## config.mk

```make
export PLATFORM = sky130hd
export DESIGN_NAME = compressor_column_resolver
export DESIGN_NICKNAME = d
export VERILOG_FILES = /design/src/rtl/compressor_column_resolver.sv
export SDC_FILE = /design/constraint.sdc
export NUM_CORES = 1
export LEC_CHECK = 0
export CAP_MARGIN = 20
export CORE_UTILIZATION = 50
export DETAILED_ROUTE_END_ITERATION = 10
export DONT_BUFFER_PORTS = 1
export PLACE_DENSITY = 0.73
export SLEW_MARGIN = 15
export SYNTH_ARGS = -nofsm -noshare
export SYNTH_HDL_FRONTEND = slang
export SYNTH_SLANG_ARGS = --single-unit
```

## constraint.sdc

```tcl
create_clock -name clk -period 3 [get_ports clk]
set_clock_uncertainty 0.1 [all_clocks]
set_input_delay 0.3 -clock clk [delete_from_list [all_inputs] [get_ports clk]]
set_output_delay 0.3 -clock clk [all_outputs]
set_load 0.005 [all_outputs]
```

## src/rtl/compressor_column_resolver.sv

```systemverilog
// Serial carry resolver for the 7:3 compressor output stream: accepts one
// (sum, carry, cout) column per handshake, LSB first, and presents the binary total.
module compressor_column_resolver #(
  parameter int RESULT_W = 16
) (
  input  logic                clk,
  input  logic                reset_n,
  input  logic                in_valid,
  output logic                in_ready,
  input  logic                in_sum,
  input  logic                in_carry,
  input  logic                in_cout,
  input  logic                in_last,
  output logic                out_valid,
  input  logic                out_ready,
  output logic [RESULT_W-1:0] out_result,
  output logic                out_ovf
);

  localparam int COL_W = $clog2(RESULT_W + 1);

  localparam logic [1:0] S_ACCEPT = 2'd0;
  localparam logic [1:0] S_FLUSH  = 2'd1;
  localparam logic [1:0] S_DONE   = 2'd2;

  logic [1:0]          state_q, state_d;
  logic [COL_W-1:0]    col_q, col_d;
  logic [2:0]          pend0_q, pend0_d;
  logic                pend1_q, pend1_d;
  logic [RESULT_W-1:0] result_q, result_d;
  logic                ovf_q, ovf_d;

  logic       proc;
  logic       s, c, k;
  logic [2:0] v;
  logic       bit_v;

  always_comb begin
    state_d  = state_q;
    col_d    = col_q;
    pend0_d  = pend0_q;
    pend1_d  = pend1_q;
    result_d = result_q;
    ovf_d    = ovf_q;
    proc     = 1'b0;
    s        = 1'b0;
    c        = 1'b0;
    k        = 1'b0;

    case (state_q)
      S_ACCEPT: begin
        if (in_valid) begin
          proc = 1'b1;
          s    = in_sum;
          c    = in_carry;
          k    = in_cout;
          if (in_last) state_d = S_FLUSH;
        end
      end
      S_FLUSH: begin
        if (pend0_q == 3'd0 && !pend1_q) state_d = S_DONE;
        else                             proc    = 1'b1;
      end
      S_DONE: begin
        if (out_ready) begin
          state_d  = S_ACCEPT;
          col_d    = '0;
          pend0_d  = '0;
          pend1_d  = 1'b0;
          result_d = '0;
          ovf_d    = 1'b0;
        end
      end
      default: state_d = S_ACCEPT;
    endcase

    // pend0 never exceeds 4, so v fits in 3 bits
    v     = pend0_q + {2'b00, s};
    bit_v = v[0];

    if (proc) begin
      pend0_d = {2'b00, pend1_q} + {2'b00, c} + {1'b0, v[2:1]};
      pend1_d = k;
      if (col_q < COL_W'(RESULT_W)) begin
        for (int i = 0; i < RESULT_W; i++)
          if (col_q == COL_W'(i)) result_d[i] = bit_v;
        col_d = col_q + 1'b1;
      end else if (bit_v) begin
        ovf_d = 1'b1;
      end
    end
  end

  always_ff @(posedge clk or negedge reset_n) begin
    if (!reset_n) begin
      state_q  <= S_ACCEPT;
      col_q    <= '0;
      pend0_q  <= '0;
      pend1_q  <= 1'b0;
      result_q <= '0;
      ovf_q    <= 1'b0;
    end else begin
      state_q  <= state_d;
      col_q    <= col_d;
      pend0_q  <= pend0_d;
      pend1_q  <= pend1_d;
      result_q <= result_d;
      ovf_q    <= ovf_d;
    end
  end

  assign in_ready   = (state_q == S_ACCEPT);
  assign out_valid  = (state_q == S_DONE);
  assign out_result = out_valid ? result_q : '0;
  assign out_ovf    = out_valid & ovf_q;

endmodule

```

# ---- Word level (Yosys, flattened, before mapping)
# Index checks and enable logic that the tools add are counted.
dict set report op_classes {
  magnitude_cmp 1
  muxes 50
  n_bitwise 1
  add_sub_neg 4
  n_eq_ne 21
  n_reduce_logical 9
}
# cell n
set ops {}
lappend ops {{$mux 16} 5}
lappend ops {{$eq 5x4->1 const B} 8}
lappend ops {{$mux 1} 32}
lappend ops {{$eq 5x3->1 const B} 4}
lappend ops {{$mux 5} 4}
lappend ops {{$eq 5x2->1 const B} 2}
lappend ops {{$mux 3} 3}
lappend ops {{$mux 2} 4}
lappend ops {{$pmux 2 s3} 1}
lappend ops {{$add 5x1->5 const B} 1}
lappend ops {{$eq 5x1->1 const B} 1}
lappend ops {{$logic_not 5->1} 1}
lappend ops {{$lt 5x5->1 const B} 1}
lappend ops {{$ne 2x1->1 const B} 2}
lappend ops {{$ne 2x2->1 const B} 2}
lappend ops {{$reduce_and 4->1} 1}
lappend ops {{$reduce_bool 2->1} 2}
lappend ops {{$add 2x2->3} 1}
lappend ops {{$add 3x1->3} 1}
lappend ops {{$logic_not 3->1} 1}
lappend ops {{$add 1x1->2} 1}
lappend ops {{$eq 2x1->1 const B} 1}
lappend ops {{$eq 2x2->1 const B} 1}
lappend ops {{$logic_not 2->1} 1}
lappend ops {{5 further kinds} 5}
dict set report totals {
  out_inout_bits 19
  ff_bits 28
  elab_cells 92
}

# ---- Longest topological paths before layout
# Gate-level depths: netlist of the first run.
dict set report depth {
  depth_word 6
  ltp_mapped 8
}

# ---- Least setup slack after synthesis of the first run
# Ideal clock, no wire load.
dict set report synth_path {
  kind {reg2reg}
  start {register state_q[0]}
  end {register pend0_q[1]}
  arrival_time_ps 2082
  setup_time_ps 131
  path_buffers 0
  stages_incl_launch_ff 9
  required_time_ps 2769
  period_less_slack_ps 2313
  setup_slack_ps 687
  path_cell_list {dfrtp_1 > nor3b_1 > and2_1 > ha_1 > ha_1 > fa_1 > ha_1 > mux2i_1 > a21oi_1}
}
dict set report synth_between {
  elab_chain_len 5
  word_cells_on_any_way 13
}
# item line_no
set synth_rtl {}
lappend synth_rtl {{start, declared} 26} ;# logic [1:0] state_q, state_d;
lappend synth_rtl {{start signal, assigned} 103} ;# state_q <= state_d;
lappend synth_rtl {{$logic_not 2->1} 50} ;# case (state_q)
lappend synth_rtl {{$mux 1} 50}
lappend synth_rtl {{$add 3x1->3 / $add 1x1->2 (equally long branches)} {78, 82}}
lappend synth_rtl {{$add 2x2->3} 82} ;# pend0_d = {2'b00, pend1_q} + {2'b00, c} + {1'b0, v[2:1]};
lappend synth_rtl {{$mux 3} 81} ;# if (proc) begin
lappend synth_rtl {{end signal, assigned} 105} ;# pend0_q <= pend0_d;
lappend synth_rtl {{end, declared} 28} ;# logic [2:0] pend0_q, pend0_d;
# Several ways; a longest one is shown, not always the timed one.
# A chain may end at the register's enable or synchronous reset.

# ---- Worst setup path after layout of the first run
# Same ends and word-level chain as after synthesis.

==> results of run 1 <==
[logic make-up (layout without fill, tap and decap cells)]
| family | after synthesis | after routing | share of synthesized area (%) |
|---|---|---|---|
| AO/OA/AOI/OAI | 27 | 27 | 14.5 |
| XOR/XNOR | 1 | 1 | 0.551 |
| adder cells (fa/ha/maj) | 8 | 8 | 6.77 |
| buffers and inverters | 12 | 15 | 4.02 |
| flip-flops | 28 | 28 | 44.1 |
| multiplexers | 9 | 9 | 5.75 |
| AND/OR/NAND/NOR | 66 | 66 | 24.3 |
[metrics by stage]
stage          worst slack [ns]  std cells  hold slack (ns)  total power, mW
5_1_grt                   0.243        198            0.164             1.60
6_report                  0.429        198            0.156             1.48
2_1_floorplan             0.687        151          -0.0956             1.17
3_3_place_gp              0.595        189          -0.0949             1.26
4_1_cts                   0.445        197           0.0129             1.49
3_5_place_dp              0.467        189          -0.0949             1.30
[per-layer routing]
metal,GRT usage [%],up-vias,share of wire [%]
met5,0,-,0
met3,2.86,4,3.6
met2,30.7,28,46
met4,6.80,0,0.97
met1,29.0,541,50
li1,-,553,-
[cell usage in the layout (no fill, tap or decap), types with 2 or more instances in the layout]
cell type	synthesis	routed
o211ai_1	2	2
ha_1	7	7
o21ai_0	2	2
a21oi_1	4	4
nand2b_1	7	7
a32o_1	14	14
o31ai_1	2	2
and2_1	19	19
nand2_1	10	10
mux2i_1	8	8
nor3_1	4	4
nor2_1	8	8
clkbuf_4	0	3
or4_1	3	3
inv_1	4	4
dfrtp_1	28	28
dlygate4sd3_1	0	4
o21bai_1	2	2
or3_1	9	9
buf_4	0	2
[path summary, 6_finish.rpt]
kind / cells after the start / endpoint / slack (ns)
hold reg to reg: 1 / ovf_q$_DFF_PN0_ / 0.42
hold / removal: 2 / col_q[1]$_DFF_PN0_ / 0.16
min in group asynchronous: 2 / result_q[0]$_DFF_PN0_ / 0.28
max in group asynchronous: 2 / pend0_q[0]$_DFFE_PN0P_ / 2.36
setup / recovery: 8 / pend0_q[1]$_DFFE_PN0P_ / 0.43
setup reg to reg: 8 / pend0_q[1]$_DFFE_PN0P_ / 0.43
[sequential cells by signal (all words and copies together), names as in the netlist]
register,count
result_q,16
col_q,5
pend0_q,3
state_q,2
ovf_q,1
pend1_q,1
[power by group through the flow]
stage                     registers [mW]  logic [mW]  clock network, mW
final                              0.661       0.636              0.184
after global placement             0.659       0.598                  0
after floorplan                    0.613       0.554                  0
after detailed placement           0.670       0.626                  0
after global routing               0.688       0.715              0.202
after CTS                          0.662       0.643              0.188
[layout make-up]
class | count | area (µm²) | share of cell area, %
Tap cell | 44 | 55.1 | 3.23
Timing Repair Buffer | 7 | 75.1 | 4.40
Inverter | 4 | 15.0 | 0.880
Clock buffer | 4 | 36.3 | 2.13
Multi-Input combinational cell | 111 | 825 | 48.3
Sequential cell | 28 | 701 | 41.1
[worst register-to-register path: stages, from the launching register on]
cell	delay, ns
dfrtp_1	0.46
nor3b_1	0.45
and2_1	0.21
ha_1	0.16
ha_1	0.24
fa_1	0.40
ha_1	0.28
mux2i_1	0.13
a21oi_1	0.06
==> impl_results.md, run 1 <==
* Status: finished clean
* PortBufs at 0
* Synth Flop Type: dfrtp_1
* Syn Area/Cell at 10.5 µm²
* Root Buffer: clkbuf_4
* Reg2reg start: state_q[0]$_DFFE_PN0P_
* Final period utilization at 85.7%
* Sequential cell area fraction in the yosys report at 44.1%
* Critical path's largest stage delay at 0.46 ns
* Unique masters post-synth at 30
* Routed WL at 3100 µm
* DRT Pass-1 Iters at 4
* Nets at 171
* Core ar. at 0.00303 mm²
* Synth Register Bits at 28
* GRT overflow at 0
* Area growth from synthesis to layout at 7.40%
* Final core utilization at 56.4%
* Max-Cap Viols at 0
* GPL Wtd Cong at 0.755
* Power Internal at 0.875 mW
* Tmin final at 2.57 ns
* Ratio of cells with drive above 1 in the final layout at 6.49%
* CP Max Fanout at 6
* Post-route cell area at 0.00171 mm²
* ANT nets after route at 0
* CP top delay family: adder cells
* Num CTS Buffers at 3
* Critical Path Start: state_q[0]$_DFFE_PN0P_
* Full die area at 0.00341 mm²
* Final Setup Violations at 0
* Yosys warns at 0
* Reg power frac at 44.7%
* IO Pins at 27
* Max Slew Vio Count at 0
* Hold crit path type: in2reg
* Post-synth EDFFs at 0
* Worst setup path class: reg2reg
* Switching Power at 0.606 mW
* CTS tree: done
* Die Width at 58.4 µm
* Max Buffers Root-to-Sink at 2
* Vias at 1126
* Worst-margin pin slew at 0.742 ns
* DRC Markers at 0
* Yosys top cell area share at 44.1%
* Via/cell ratio at 5.69
* Power Dens Cells at 868 mW/mm²
* Final hold violations at 0
* Placed inst area at 0.00161 mm²
* Vert. Die Dim at 58.4 µm
* Hpwl dp at 2180 µm
* Worst-Skew Late Latency at 0.33 ns
* CP endpoint kind: register
* List of most frequent post-synthesis cells: dfrtp_1 (28), and2_1 (19), a32o_1 (14)
* Combinational Power Share at 42.9%
* Largest net degree at the start of global routing at 29
* Global Route Usage Sum at 19.9%
* TNS Setup at 0 ns
* Clock Sinks at 28
* Antenna cells at 0
* Site Rows at 20
* Post-cts sizing count at 0
* Max VDD drop at 387 µV
* FILL cells at 270
* Drt wl/cell at 15.7 µm
* Leak at 0.741 nW
* Async S/R FF share, synth at 100%
* Leading area contributor after synthesis: dfrtp_1
* Worst hold start: out_ready
* Cell with the most instances after synthesis: dfrtp_1
* Switching share of total power at 40.9%
* First-pass GRT wire length at 5140 µm
* Buf/Inv on CP at 0
* Fmax at 0.389 GHz
* Worst path most repeated cell: ha_1
* Initial core utilization at 52.5%
* Area contributors post-synth: dfrtp_1 (44%), a32o_1 (8.8%), and2_1 (7.5%)
* # hold bufs at CTS at 4
* Crit-path cells: nor3b_1, and2_1, ha_1, ha_1, fa_1, ha_1, mux2i_1, a21oi_1
* H-tree depth at 1
* CP Launch Type: register
* Antenna violations before repair at 0
* Post-synthesis cell area at 0.00159 mm²
* CP max-delay cell: dfrtp_1
* Vias in the first global route at 1065
* CP arrival at 2.69 ns
* Clk slew on worst S/H paths at 0.14 ns
* Relative slew margins at 50.5%
* RSZ-0062 raised after global routing: false
* Post-Syn Instances at 151
* DR iter-0 viols at 40
* Req. time, crit path at 3.12 ns
* Clock power frac at 12.4%
* Synth Net Count at 167
* Post-CTS setup buffers at 0
No activity file was read; power rests on OpenSTA's default activity.
==> inputs of run 2 (changes only) <==
--- a/config.mk
+++ b/config.mk
@@ -9,6 +9,7 @@
 export CORE_UTILIZATION = 50
 export DETAILED_ROUTE_END_ITERATION = 10
 export DONT_BUFFER_PORTS = 1
+export GPL_TIMING_DRIVEN = 0
 export PLACE_DENSITY = 0.73
 export SLEW_MARGIN = 15
 export SYNTH_ARGS = -nofsm -noshare
==> impl_results.md, run 2 (synthesized netlist as in run 1, its figures left out) <==
* Placed inst area at 0.00164 mm²
* CTS tree: done
* Reg power frac at 41.5%
* Req. time, crit path at 3.11 ns
* Switching share of total power at 41.4%
* Commonest non-fill, non-tap cell in the layout: dfrtp_1
* Final core utilization at 57.5%
* Final hold violations at 0
* First-pass GRT wire length at 5690 µm
* TNS Setup at 0 ns
* CP arrival at 2.62 ns
* Drt wl/cell at 16.6 µm
* Worst-margin pin slew at 0.468 ns
* Ratio of cells with drive above 1 in the final layout at 6.25%
* Routed WL at 3390 µm
* ANT nets after route at 0
* Final Setup Violations at 0
* Fmax at 0.399 GHz
* Pre-CTS setup slack at 0.469 ns
* R2R setup slack at 0.49 ns
* Vert. Die Dim at 58.4 µm
* H-tree depth at 1
* Vias at 1177
* Max VDD drop at 376 µV
* Area growth from synthesis to layout at 9.53%
* Pwr Total at 1.54 mW
* CP Launch Type: register
* Clk slew on worst S/H paths at 0.15 ns
* Largest net degree at the start of global routing at 29
* Via/cell ratio at 5.77
* Max Slew Vio Count at 0
* Top reg by flops: result_q
* CP endpoint kind: register
* Hold Slack at 0.163 ns
* Worst setup path class: reg2reg
* Relative slew margins at 68.8%
* GPL Wtd Cong at 0.802
* Die Width at 58.4 µm
* Max reg flops at 16
* Num CTS Buffers at 3
* Antenna cells at 0
* Power Dens Cells at 884 mW/mm²
* Clock Sinks at 28
* Dpl cells at 195
* Tmin final at 2.51 ns
* DR iter-0 viols at 55
* Site Rows at 20
* Largest regs: result_q (16), col_q (5), pend0_q (3)
* Hold crit path type: in2reg
* FILL cells at 277
* IO Pins at 27
* Vias in the first global route at 1158
* DRT Pass-1 Iters at 4
* Leak at 0.751 nW
* Most frequent cells in the layout: dfrtp_1 (28), and2_1 (19), a32o_1 (14), nand2_1 (10), or3_1 (9)
* Nets at 177
* Final worst setup slack at 0.492 ns
* Global Route Usage Sum at 22.0%
* PortBufs at 0
* Power Internal at 0.902 mW
* Clock power frac at 12.1%
* RSZ-0062 raised after global routing: false
* Status: finished clean
* Final period utilization at 83.6%
* GRT overflow at 0
* CP Max Fanout at 6
* Switching Power at 0.636 mW
* Initial core utilization at 52.5%
* Hpwl dp at 2430 µm
* DRC Markers at 0
* Core ar. at 0.00303 mm²
* Final std cells w/o fill at 204
* Post-route cell area at 0.00174 mm²
* Max-Cap Viols at 0
* Root Buffer: clkbuf_4
* Max Buffers Root-to-Sink at 2
* Antenna violations before repair at 0
* Worst-Skew Late Latency at 0.32 ns
* Combinational Power Share at 46.4%
* Full die area at 0.00341 mm²
## run 2: changes by cell type in the layout (fill, tap and decap cells not counted), sizes merged
cell    change
clkbuf      +6
## run 2: cell type report
type                       count  area, µm²  share of cell area [%]
sequential                    28        701                    40.3
timing repair buffer           5       60.1                    3.45
inverter                       4       15.0                   0.863
multi-input combinational    111        825                    47.4
tap                           44       55.1                    3.16
clock buffer                   4       36.3                    2.08
buffer                         8       48.8                    2.80
## run 2: path summary, 6_finish.rpt
kind / start / to / cells past startpoint
max in group asynchronous: reset_n / result_q[12]$_DFF_PN0_ / 2
setup / recovery: state_q[0]$_DFFE_PN0P_ / pend0_q[1]$_DFFE_PN0P_ / 8
hold / removal: in_valid / pend1_q$_DFFE_PN0P_ / 2
min in group asynchronous: reset_n / result_q[9]$_DFF_PN0_ / 2
hold reg to reg: ovf_q$_DFF_PN0_ / ovf_q$_DFF_PN0_ / 1
setup reg to reg: state_q[0]$_DFFE_PN0P_ / pend0_q[1]$_DFFE_PN0P_ / 8
## run 2: critical path, cell delays in order (launching register included)
cell and delay, ns:
dfrtp_1 0.47, nor3b_1 0.38, and2_1 0.20, ha_1 0.14, ha_1 0.24, fa_1 0.40
ha_1 0.28, mux2i_1 0.13, a21oi_1 0.06
## run 2: power groups by stage
stage	Combinational (mW)	Sequential [mW]	Clock [mW]
final	0.713	0.638	0.187
after detailed placement	0.693	0.646	0
after CTS	0.714	0.638	0.193
after global placement	0.666	0.635	0
after global routing	0.797	0.659	0.208
after floorplan	0.554	0.613	0
## run 2: metal layers
metal | GRT usage (%) | routed length [µm] | up-vias
met2 | 35.5 | 1650 | 23
met5 | 0 | 0 | -
met4 | 5.10 | 18 | 0
li1 | - | - | 562
met1 | 31.9 | 1640 | 590
met3 | 2.86 | 86 | 2
## run 2: what timing repair did
item / CTS / global route
setup buffers: 0 / 0
endpoints found under the hold margin: 34 / 0
gates resized for setup: 0 / 0
hold buffers: 5 / 0
==> inputs of run 3 (changes only) <==
--- a/config.mk
+++ b/config.mk
@@ -5,6 +5,7 @@
 export SDC_FILE = /design/constraint.sdc
 export NUM_CORES = 1
 export LEC_CHECK = 0
+export ABC_AREA = 1
 export CAP_MARGIN = 20
 export CORE_UTILIZATION = 50
 export DETAILED_ROUTE_END_ITERATION = 10
==> constraint.sdc (replaced) <==
create_clock -name clk -period 2.4 [get_ports clk]
set_clock_uncertainty 0.1 [all_clocks]
set_input_delay 0.24 -clock clk [delete_from_list [all_inputs] [get_ports clk]]
set_output_delay 0.24 -clock clk [all_outputs]
set_load 0.005 [all_outputs]
==> impl_results.md, run 3 <==
* Status: finished clean
* Final hold violations at 0
* Cell with the most instances after synthesis: nand2_1
* DRT Pass-1 Iters at 4
* Post-synthesis cell area at 0.00192 mm²
* Switching share of total power at 49.3%
* Most frequent cells in the layout: nand2_1 (97), inv_1 (42), nor2_1 (34), dfrtp_1 (28), nand3_1 (27)
* Crit-path cells: nor2_4, inv_1, nor2_1, ha_1, ha_1, fa_1, ha_1, nand2_1, nand2_1
* Die Width at 64.0 µm
* Unique masters post-synth at 23
* CP arrival at 2.33 ns
* Max-Cap Viols at 0
* Fmax at 0.442 GHz
* GPL Wtd Cong at 0.897
* Largest net degree at the start of global routing at 29
* Post-synth EDFFs at 0
* GRT overflow at 0
* Worst hold start: in_cout
* Ratio of cells with drive above 1 in the final layout at 7.93%
* Root Buffer: clkbuf_8
* Core ar. at 0.00366 mm²
* Global Route Usage Sum at 21.8%
* R2r endpoint: pend0_q[1]$_DFFE_PN0P_
* Final Setup Violations at 0
* Largest regs: result_q (16), col_q (5), pend0_q (3)
* Post-Syn Instances at 284
* Site Rows at 22
* Xor and xnor fraction of the mapped netlist area at 0.913%
* Max VDD drop at 484 µV
* ANT nets after route at 0
* Largest family of logic cells by synthesized area: simple AND/OR/NAND/NOR gates
* Critical Path Start: state_q[1]$_DFFE_PN0P_
* Max Buffers Root-to-Sink at 2
* Antenna violations before repair at 0
* Drt wl/cell at 12.1 µm
* Hpwl dp at 2890 µm
* Routed WL at 4080 µm
* CP top delay family: adder cells
* Full die area at 0.00409 mm²
* Initial core utilization at 52.4%
* Worst-Skew Late Latency at 0.27 ns
* CP endpoint kind: register
* Leak at 1.14 nW
* CP max-delay cell: dfrtp_1
* Pwr Total at 2.34 mW
* TNS Setup at 0 ns
* Placed inst area at 0.00198 mm²
* IO Pins at 27
* Req. time, crit path at 2.47 ns
* Power Dens Cells at 1130 mW/mm²
* List of most frequent post-synthesis cells: nand2_1 (97), inv_1 (42), nor2_1 (34)
* Synth Net Count at 300
* Post-CTS setup buffers at 0
* Worst setup path class: reg2reg
* Max reg flops at 16
* Antenna cells at 0
* CP Max Fanout at 5
* Vias in the first global route at 1567
* Vias at 1694
* Clock Sinks at 28
* Via/cell ratio at 5.01
* Top reg by flops: result_q
* Leading area contributor after synthesis: dfrtp_1
* Post-synthesis simple-gate area fraction at 42.2%
* Reg power frac at 32.3%
* Clock power frac at 10.7%
* Final std cells w/o fill at 338
* Nets at 308
* Register Area at 701 µm²
* FILL cells at 377
* Worst-margin pin slew at 0.477 ns
* Post-route cell area at 0.00206 mm²
* Relative slew margins at 68.2%
* Buf/Inv on CP at 1
* Dpl cells at 332
* Async S/R FF share, synth at 100%
* Area growth from synthesis to layout at 7.37%
* CP Launch Type: register
* First-pass GRT wire length at 7000 µm
* CTS tree: done
* Switching Power at 1.15 mW
* Combinational Power Share at 57.0%
* Critical path's largest stage delay at 0.47 ns
* Reg2reg start: state_q[1]$_DFFE_PN0P_
* Hold crit path type: in2reg
* Area contributors post-synth: dfrtp_1 (37%), nand2_1 (19%), inv_1 (8.2%)
* Yosys warns at 0
* Yosys top cell area share at 36.5%
* DRC Markers at 0
* H-tree depth at 1
* Post-synthesis compound-gate area fraction at 1.83%
* Syn Area/Cell at 6.76 µm²
* Min-Delay Endpoint: pend1_q$_DFFE_PN0P_
* Post-Synth Adder-Cell Area at 5.61%
* Sequential cell area fraction in the yosys report at 36.5%
* Max Slew Vio Count at 0
* Mux share of post-synthesis cell area at 0%
* # hold bufs at CTS at 3
* Synth Flop Type: dfrtp_1
* R2R cell count at 9
* Area of the multi-input gates at 970 µm²
* Hold Crit Depth at 2
* DR iter-0 viols at 68
* Worst path most repeated cell: ha_1
* Tmin final at 2.26 ns
* Synth Register Bits at 28
* Final period utilization at 94.2%
* PortBufs at 0
* RSZ-0062 raised after global routing: false
* Commonest non-fill, non-tap cell in the layout: nand2_1
* R2R setup slack at 0.14 ns
* Clk slew on worst S/H paths at 0.09 ns
* Vert. Die Dim at 64.0 µm
* Post-cts sizing count at 0
* Power Internal at 1.19 mW
* Num CTS Buffers at 3
[run 3: changes by cell type after synthesis, sizes merged, moves of 5 or more]
| cell | before | now |
|---|---|---|
| mux2i | 8 | 0 |
| nand4 | 0 | 17 |
| buf | 2 | 11 |
| nand2b | 7 | 0 |
| and2 | 19 | 0 |
| a32o | 14 | 0 |
| nand2 | 10 | 100 |
| nand3 | 0 | 28 |
| nor2 | 8 | 37 |
| o21ai | 2 | 7 |
| or3 | 9 | 0 |
| inv | 4 | 43 |
[run 3: kinds of logic (layout without fill, tap and decap cells)]
logic type / Yosys count / count (layout)
adder cells (fa/ha/maj): 8 / 8
AND/OR/NAND/NOR: 182 / 182
XOR/XNOR: 2 / 2
buffers and inverters: 57 / 63
flip-flops: 28 / 28
AO/OA/AOI/OAI: 7 / 7
[run 3: worst max path at each step]
stage | end | slack, ns | depth (start not counted)
after floorplan | pend0_q[1]$_DFFE_PN0P_ | 0.29 | 9
after global placement | pend0_q[1]$_DFFE_PN0P_ | 0.19 | 9
after detailed placement | pend0_q[1]$_DFFE_PN0P_ | 0.16 | 9
after CTS | pend0_q[1]$_DFFE_PN0P_ | 0.13 | 9
after global routing | pend0_q[1]$_DFFE_PN0P_ | 0.005 | 9
final | pend0_q[1]$_DFFE_PN0P_ | 0.14 | 9
[run 3: routing by layer]
layer	GRT usage [%]	wire (µm)	vias to the layer above
met2	36.4	1860	36
met4	5.11	50	0
met1	29.7	2020	760
met3	3.21	153	7
li1	-	-	891
met5	0	0	-
[run 3: power groups by stage]
| stage | combinational [mW] | clock, mW | sequential [mW] |
|---|---|---|---|
| finish | 1.33 | 0.249 | 0.755 |
| floorplan | 1.05 | 0 | 0.739 |
| CTS | 1.33 | 0.261 | 0.754 |
| detailed placement | 1.31 | 0 | 0.764 |
| global placement | 1.28 | 0 | 0.759 |
| global route | 1.52 | 0.276 | 0.774 |
[run 3: area by class of cell]
class	count	share of cell area [%]
Buffer	13	4.07
Clock buffer	3	2.00
Inverter	44	8.01
Multi-Input combinational cell	199	47.1
Sequential cell	28	34.0
Tap cell	48	2.91
Timing Repair Buffer	3	1.94
[run 3: stage by stage]
| step | util, % | hold WS [ns] | setup WS, ns |
|---|---|---|---|
| 6_report | 56.3 | 0.0178 | 0.139 |
| 2_1_floorplan | - | -0.156 | 0.288 |
| 3_3_place_gp | 54.1 | -0.155 | 0.191 |
| 5_1_grt | 56.3 | 0.0124 | 0.00516 |
| 3_5_place_dp | 54.1 | -0.155 | 0.156 |
| 4_1_cts | 56.3 | 0.0145 | 0.125 |
